$ cat src/rtl/olivia_pkg.sv
// Shared fetch-path types, widths and helpers.
// Used by fetch_unit and fetch_queue.
package olivia_pkg;

  localparam int ADDR_W  = 64;
  localparam int INST_W  = 32;
  localparam int PC_STEP = 4;

  typedef struct packed {
    logic [ADDR_W-1:0] pc;
    logic [INST_W-1:0] inst;
  } fetch_entry_t;

  function automatic int cnt_w(input int n);
    return $clog2(n + 1);
  endfunction

endpackage

$ cat src/rtl/fetch_queue.sv
// Prefetch FIFO of fetch entries: push, pop, flush, count.
// Ports: clk, rst(n), push_i/data_i, pop_i, flush_i, head_o, count_o.
module fetch_queue #(
  parameter int  DEPTH = 4,
  parameter type T     = olivia_pkg::fetch_entry_t,
  parameter int  CW    = olivia_pkg::cnt_w(DEPTH)
) (
  input  logic          clk,
  input  logic          rst,
  input  logic          push_i,
  input  T              data_i,
  input  logic          pop_i,
  input  logic          flush_i,
  output T              head_o,
  output logic [CW-1:0] count_o
);

  localparam int AW = $clog2(DEPTH);

  T              mem_q [DEPTH];
  logic [AW-1:0] wr_q;
  logic [AW-1:0] rd_q;
  logic [CW-1:0] cnt_q;
  logic          pop;

  assign pop     = pop_i && (cnt_q != '0);
  assign head_o  = mem_q[rd_q];
  assign count_o = cnt_q;

  always_ff @(posedge clk or negedge rst) begin
    if (!rst) begin
      wr_q  <= '0;
      rd_q  <= '0;
      cnt_q <= '0;
      for (int i = 0; i < DEPTH; i++) begin
        mem_q[i] <= '0;
      end
    end else if (flush_i) begin
      wr_q  <= '0;
      rd_q  <= '0;
      cnt_q <= '0;
    end else begin
      if (push_i) begin
        mem_q[wr_q] <= data_i;
        wr_q        <= wr_q + AW'(1);
      end
      if (pop) begin
        rd_q <= rd_q + AW'(1);
      end
      cnt_q <= cnt_q + CW'(push_i) - CW'(pop);
    end
  end

endmodule

$ cat src/rtl/fetch_unit.sv
// Decoupled fetch front end: credit-limited imem requests,
// prefetch queue to decode, redirect flush with stale drop.
module fetch_unit #(
  parameter int                ADDR_W   = 64,
  parameter int                INST_W   = 32,
  parameter int                DEPTH    = 4,
  parameter logic [ADDR_W-1:0] RESET_PC = '0
) (
  input  logic              clk,
  input  logic              rst,
  output logic              imem_req_valid,
  output logic [ADDR_W-1:0] imem_req_addr,
  input  logic              imem_req_ready,
  input  logic              imem_resp_valid,
  input  logic [INST_W-1:0] imem_resp_data,
  input  logic              redirect_valid,
  input  logic [ADDR_W-1:0] redirect_pc,
  output logic              inst_valid,
  output logic [INST_W-1:0] inst,
  output logic [ADDR_W-1:0] inst_pc,
  input  logic              inst_ready
);

  import olivia_pkg::*;

  localparam int CW = cnt_w(DEPTH);

  typedef struct packed {
    logic [ADDR_W-1:0] pc;
    logic [INST_W-1:0] inst;
  } entry_t;

  logic              run_q;
  logic [ADDR_W-1:0] fetch_pc_q, fetch_pc_d;
  logic [ADDR_W-1:0] resp_pc_q, resp_pc_d;
  logic [CW-1:0]     outst_q, outst_d;
  logic [CW-1:0]     drop_q, drop_d;
  logic [CW-1:0]     count;
  logic [CW:0]       used;
  logic              req_fire;
  logic              drop_now;
  logic              push;
  entry_t            wr_ent;
  entry_t            head;

  // Stale in-flight requests keep holding credit until they return.
  assign used           = {1'b0, outst_q} + {1'b0, count};
  assign imem_req_valid = run_q && (used < (CW+1)'(DEPTH));
  assign imem_req_addr  = fetch_pc_q;
  assign req_fire       = imem_req_valid && imem_req_ready;

  assign drop_now = imem_resp_valid && (drop_q != '0);
  assign push     = imem_resp_valid && !drop_now;

  assign wr_ent.pc   = resp_pc_q;
  assign wr_ent.inst = imem_resp_data;

  assign inst_valid = (count != '0);
  assign inst       = head.inst;
  assign inst_pc    = head.pc;

  always_comb begin
    outst_d    = outst_q + CW'(req_fire)
                         - CW'(imem_resp_valid);
    fetch_pc_d = fetch_pc_q;
    resp_pc_d  = resp_pc_q;
    drop_d     = drop_q;
    unique case (1'b1)
      redirect_valid: begin
        fetch_pc_d = redirect_pc;
        resp_pc_d  = redirect_pc;
        drop_d     = outst_d;
      end
      default: begin
        if (req_fire) begin
          fetch_pc_d = fetch_pc_q + ADDR_W'(PC_STEP);
        end
        if (push) begin
          resp_pc_d = resp_pc_q + ADDR_W'(PC_STEP);
        end
        if (drop_now) begin
          drop_d = drop_q - CW'(1);
        end
      end
    endcase
  end

  always_ff @(posedge clk or negedge rst) begin
    if (!rst) begin
      run_q      <= 1'b0;
      fetch_pc_q <= RESET_PC;
      resp_pc_q  <= RESET_PC;
      outst_q    <= '0;
      drop_q     <= '0;
    end else begin
      run_q      <= 1'b1;
      fetch_pc_q <= fetch_pc_d;
      resp_pc_q  <= resp_pc_d;
      outst_q    <= outst_d;
      drop_q     <= drop_d;
    end
  end

  fetch_queue #(
    .DEPTH (DEPTH),
    .T     (entry_t),
    .CW    (CW)
  ) u_queue (
    .clk     (clk),
    .rst     (rst),
    .push_i  (push),
    .data_i  (wr_ent),
    .pop_i   (inst_ready),
    .flush_i (redirect_valid),
    .head_o  (head),
    .count_o (count)
  );

endmodule

$ cat config.mk
export PLATFORM = sky130hd
export DESIGN_NAME = fetch_unit
export DESIGN_NICKNAME = d
export VERILOG_FILES = /design/src/rtl/olivia_pkg.sv /design/src/rtl/fetch_queue.sv /design/src/rtl/fetch_unit.sv
export SDC_FILE = /design/constraint.sdc
export NUM_CORES = 1
export LEC_CHECK = 0
export BUFFER_PORTS_ARGS = -buffer_cell sky130_fd_sc_hd__buf_2
export CORE_UTILIZATION = 35
export CTS_BUF_LIST = sky130_fd_sc_hd__clkbuf_2
export DETAILED_ROUTE_END_ITERATION = 8
export GPL_TIMING_DRIVEN = 0
export PLACE_DENSITY = 0.58
export SLEW_MARGIN = 25
export SYNTH_ARGS = -nofsm -noshare
export SYNTH_HDL_FRONTEND = slang
export SYNTH_SLANG_ARGS = --single-unit
$ cat constraint.sdc
create_clock -name clk -period 6.9 [get_ports clk]
set_input_delay 0.345 -clock clk [delete_from_list [all_inputs] [get_ports clk]]
set_output_delay 0.345 -clock clk [all_outputs]
set_load 0.01 [all_outputs]
# Word level (Yosys, flattened, before mapping)
# Index checks and enable logic that the tools add are counted.
# totals
regBits	526
input_bits	102
output_inout_bits	162
wordCells	64
# classes
add_sub_neg	10
n_lt_le_gt_ge	4
muxes	17
n_bitwise	3
reduce_logical	14
# op_table
operator	n
bitwise mux 384 bit	1
2-to-1 mux 96 bit	3
2-to-1 mux 64 bit	4
binary-select mux 96 bit (select 2 bit)	1
demux 96 bit (select 2 bit)	1
adder 64 x 3 -> 64 bit (second input constant)	2
2-to-1 mux 3 bit	3
2-to-1 mux 2 bit	4
nonzero test 2 bit	4
adder 3 x 1 -> 3 bit	2
>= comparator 3 bit (second input constant)	2
logical AND 1 bit	6
NOT 2 -> 3 bit	2
nonzero test 3 bit	2
subtractor 3 x 1 -> 3 bit	2
adder 2 x 1 -> 2 bit (second input constant)	2
adder 3 x 3 -> 4 bit	1
< comparator 4 x 3 -> 1 bit (second input constant)	1
< comparator 3 x 1 -> 1 bit (second input constant)	1
subtractor 3 x 1 -> 3 bit (second input constant)	1
AND reduction 2 bit	1
zero test 1 bit	1
NOT 1 bit	1

# Depth between registers and ports, before layout
# logic_depth
ltp_word	7
depth_mapped	13
ltp_nobuf	12

# Cells and area by module
# Synthesis repeated with hierarchy kept, for this count alone.
# unflattened
cells_unflattened	1855
hier_area_um2	25380.6
# modules_own_cells
mod	n_inst	cells_each	area_each_um2	seq_area_each_um2
fetch_queue	1	967	17182.7	9784.4
fetch_unit	1	888	8197.9	3378.2

# Worst setup path after synthesis
# Ideal clock, no wire load.
# synth_path
path_kind	flip-flop to flip-flop
start	reg outst_q[2]
end	reg drop_q[2]
setup_time_ns	0.134
arrival_ns	3.188
required_time_ns	6.766
path_slack_ns	3.578
stages_incl_launch_ff	14
path_buffers	1
synth_period_minus_slack_ns	3.322
cell_sequence	dfrtp_1 > ha_1 > or4b_1 > buf_2 > nor3_1 > inv_1 > ha_1 > inv_1 > ha_1 > fa_1 > xnor2_1 > xnor2_1 > nand2_1 > o21ai_0
# synth_between
elab_chain_len	7
# synth_rtl
element	line	source
start: declaration	fetch_unit.sv:36	logic [CW-1:0] outst_q, outst_d;
start signal: assignment	fetch_unit.sv:99	outst_q <= outst_d;
adder 3 x 3 -> 4 bit	fetch_unit.sv:47	assign used = {1'b0, outst_q} + {1'b0, count};
< comparator 4 x 3 -> 1 bit	fetch_unit.sv:48	assign imem_req_valid = run_q && (used < (CW+1)'(DEPTH));
logical AND 1 bit	fetch_unit.sv:48	
logical AND 1 bit	fetch_unit.sv:50	assign req_fire = imem_req_valid && imem_req_ready;
adder 3 x 1 -> 3 bit (*)	fetch_unit.sv:63	outst_d = outst_q + CW'(req_fire)
subtractor 3 x 1 -> 3 bit (*)	fetch_unit.sv:64	- CW'(imem_resp_valid);
net outst_d[2]	fetch_unit.sv:36	
2-to-1 mux 3 bit (*)	fetch_unit.sv:68	unique case (1'b1)
end signal: assignment	fetch_unit.sv:100	drop_q <= drop_d;
end: declaration	fetch_unit.sv:37	logic [CW-1:0] drop_q, drop_d;
# The timed path passes the listed nets; every way through them passes the cells marked *.
# A chain may end at the register's enable or synchronous reset.

# Worst setup path after layout
# layout_path
start	reg u_queue.rd_q[1]
end	out inst_pc[44]
# layout_between
elab_chain_len	4
# layout_rtl
element	line	source
start: declaration	fetch_queue.sv:22	logic [AW-1:0] rd_q;
start signal: assignment	fetch_queue.sv:48	rd_q <= rd_q + AW'(1);
NOT 2 -> 3 bit (implied by the code)	fetch_queue.sv:27	assign head_o = mem_q[rd_q];
binary-select mux 96 bit (select 2 bit)	fetch_queue.sv:27	
2-to-1 mux 96 bit (implied by the code) (2 in a row)	fetch_queue.sv:27	
end: declaration	fetch_unit.sv:20	output logic [ADDR_W-1:0] inst_pc,
# No other way between the ends. The select of a mux whose other input is x is not followed.

==> qor.csv <==
metric,value,unit
worstMarginPinSlew,1.075,ns
clock_latency,1.31,ns
met3_length,4.925,mm
drive_gt1_frac,0.3811,
synthCells,1914,
areaGrowthSynthToFinish,24.56,%
max_freq,221.4,MHz
synthTopCellsByArea,"dfrtp_1, mux2_2, mux4_2",
status,"finished, final reports clean",
setup_viol,0,
drt-met1-wl,32.71,mm
switching_share,0.3452,
holdPathStages,5,
dr_wl_met2,38.65,mm
crit_arrival,4.17,ns
cts_tree,done,
start_util,0.3531,
fin_area,30750,sq um
cp_max_fo,10,
slowest_delay,0.74,ns
syn_area_per_cell,12.90,sq um
min_to,drop_q[2]$_DFFE_PN0P_,
sequentialPowerShare,0.431,
rsz0062_at_grt,no,
cts_resized,0,
seq_area_frac_synth,0.5332,
htree_levels,4,
cts.clk_slew.worst_paths,0.09,ns
r2r-end,drop_q[2]$_DFFE_PN0P_,
hp-class,in2reg,
fin_nets,2652,
vias,19130,
timing.rr.start,u_queue.count_o[2]$_DFF_PN0_,
max-cap-violations,0,
die-area,71600,sq um
netlist_area,24690,sq um
finalWirelength,78.59,mm
fin_cells,3583,
p_int,6.250,mW
p_comb_frac,0.325,
layout_common_cells,"dfrtp_1, mux2_2, buf_2",
ff2ff_setup_slack,3.02,ns
path_cells,"clkbuf_1, clkbuf_1, buf_1, mux4_2, buf_2",
fin_skew,0.1109,ns
clockBufferDepth,3,
cp_top_family,buffers and inverters,
whs,0.2027,ns
yosysTopAreaCell,dfrtp_1,
grt_max_degree,96,
antenna_found_initial,2,
drc,0,
die_y,267.6,um
fin_crit,4.518,ns
row_count,97,
placed_area,27370,sq um
gp_congestion,0.9114,
grt_pass1_wl,118.8,mm
end_kind,output pin,
worst_hold_startpoint,imem_resp_valid,
tns,0,ns
core,69910,sq um
path_common_cell,clkbuf_1,
drt_iter0_markers,1266,
cp.buffers_inverters,4,
leakage,14.03,nW
r2r_cells,13,
placed_cells,3122,
portBuffers,262,
grt_pass1_vias,19960,
worstPathRequired,6.55,ns
synth_ff_type,dfrtp_1,
layout_commonest_cell,dfrtp_1,
ios,264,
p_per_area,310.4,nW/um^2
synth_cell_types,56,
drt-wirelength-per-cell,21.93,um
gr-total-overflow,0,
slew_viol_final,0,
ys.warnings.count,0,
fin_crit_sh,0.6547,
die_w,267.6,um
crit_type,reg2out,
dp_hpwl,54.14,mm
relSlewSlack,0.2776,
crit_path_start_kind,flip-flop,
cts_buffers,147,
synth-async-reset-ratio,1.000,
switching_power,3.294,mW
synth_edf_count,0,
cpMaxStageDelayCell,buf_1,
ir_drop,0.1215,mV
routed_via_density,5.339,
yosysTopAreaCellShare,0.5332,
cts_sinks,526,
synth.net_count,2032,
ys_ff_latch,526,
ant_nets,0,
dr.max_layer_used,met4,
hold_viol,0,
grt_usage,0.2217,
first_pass_iters,6,
clkPwrFrac,0.244,
root_buffer,clkbuf_2,
[final cells by class]
| cell class | instances | area [sq um] |
|---|---|---|
| diodes | 6 | 15.01 |
| plain buffers | 133 | 538.0 |
| clock buffers | 219 | 1096 |
| clock inverters | 33 | 229.0 |
| fillers | 6589 | 39160 |
| inverters | 38 | 142.6 |
| multi-input cells | 1217 | 10870 |
| flip-flops and latches | 526 | 13160 |
| well taps | 940 | 1176 |
| repair buffers | 471 | 3520 |
[logic make-up (layout without fill, tap and decap cells)]
group | count (synthesis) | count (layout) | synth area share
AOI/OAI and AO/OA | 202 | 202 | 0.05159
xor gates and xnor gates | 58 | 58 | 0.02058
adders and majority gates | 16 | 16 | 0.008717
buffers and inverters | 171 | 894 | 0.02727
DFF | 526 | 526 | 0.5332
muxes | 472 | 472 | 0.2590
other | 1 | 7 | 0.0001519
and+or+nand+nor | 468 | 468 | 0.09954
[power groups by stage]
stage,Sequential (mW),Clock [mW],Combinational (mW)
floorplan,4.05,0,1.91
global placement,4.12,0,2.97
detailed placement,4.17,0,3.05
CTS,4.11,2.41,3.15
global route,4.19,2.57,3.36
finish,4.11,2.32,3.11
[Yosys cell counts, types with 3 or more instances]
master / number
inv_1: 36
o311a_1: 3
and2_1: 6
and4_1: 13
nor2_1: 77
o21a_1: 4
nand2_1: 115
o31ai_1: 14
nor4_4: 3
or3_1: 23
nor4_1: 25
ha_1: 14
a21oi_1: 20
nor2b_1: 4
o31a_1: 15
mux2_2: 374
nand4_1: 46
nor3_1: 33
a31oi_1: 38
dfrtp_1: 526
nand3_1: 65
clkbuf_1: 73
buf_1: 47
and3_1: 21
nor4_2: 3
o21ai_0: 76
a211oi_1: 14
or4_1: 13
nand2b_1: 11
a21boi_0: 3
xnor2_1: 35
a311oi_1: 6
mux4_2: 96
xor2_1: 23
buf_2: 9
[worst max path at each step]
stage / depth (start not counted) / endpoint / startpoint / slack, ns
final: 5 / inst_pc[44] / u_queue.rd_q[1]$_DFFE_PN0P_ / 2.38
after global routing: 5 / inst_pc[57] / u_queue.rd_q[0]$_DFFE_PN0P_ / 1.97
after CTS: 5 / inst_pc[54] / u_queue.rd_q[0]$_DFFE_PN0P_ / 1.98
after detailed placement: 13 / drop_q[2]$_DFFE_PN0P_ / outst_q[2]$_DFF_PN0_ / 3.02
after global placement: 1 / u_queue.mem_q[161]$_DFFE_PN0P_ / rst / -5.09
after floorplan: 13 / drop_q[2]$_DFFE_PN0P_ / outst_q[2]$_DFF_PN0_ / 3.58
[worst reg2reg max path, stage by stage, from the launching register on]
cell     delay [ns]
dfrtp_1        0.42
ha_1           0.28
or4b_1         0.50
buf_2          0.22
nor3_1         0.70
inv_1          0.22
ha_1           0.34
inv_1          0.04
ha_1           0.18
fa_1           0.38
xnor2_1        0.17
xnor2_1        0.16
nand2_1        0.08
o21ai_0        0.10
[state kept, by name, summed over array words and instances, names as in the netlist]
| name | cells |
|---|---|
| u_queue.mem_q | 384 |
| u_queue.rd_q | 2 |
| run_q | 1 |
| drop_q | 3 |
| u_queue.wr_q | 2 |
| u_queue.count_o | 3 |
| imem_req_addr | 64 |
| resp_pc_q | 64 |
| outst_q | 3 |
[through the flow]
stage	total power, mW	util	worst slack (ns)
3_3_place_gp	7.086	0.3887	-5.088
6_report	9.544	0.4399	2.382
5_1_grt	10.13	0.4398	1.973
4_1_cts	9.673	0.4394	1.984
3_5_place_dp	7.222	0.3915	3.023
2_1_floorplan	5.966	-	3.578
[timing repair]
item | 4_1_cts | 5_1_grt
setup buffers | 0 | 0
hold buffers | 202 | 0
endpoints found under the hold margin | 762 | 0
[metal layers]
metal / global-route usage / up-vias
met4: 0.08695 / 0
met3: 0.05360 / 141
met2: 0.3627 / 733
met1: 0.2821 / 9864
li1: - / 8392
met5: 0 / -
(Power assumes the default switching activity.)
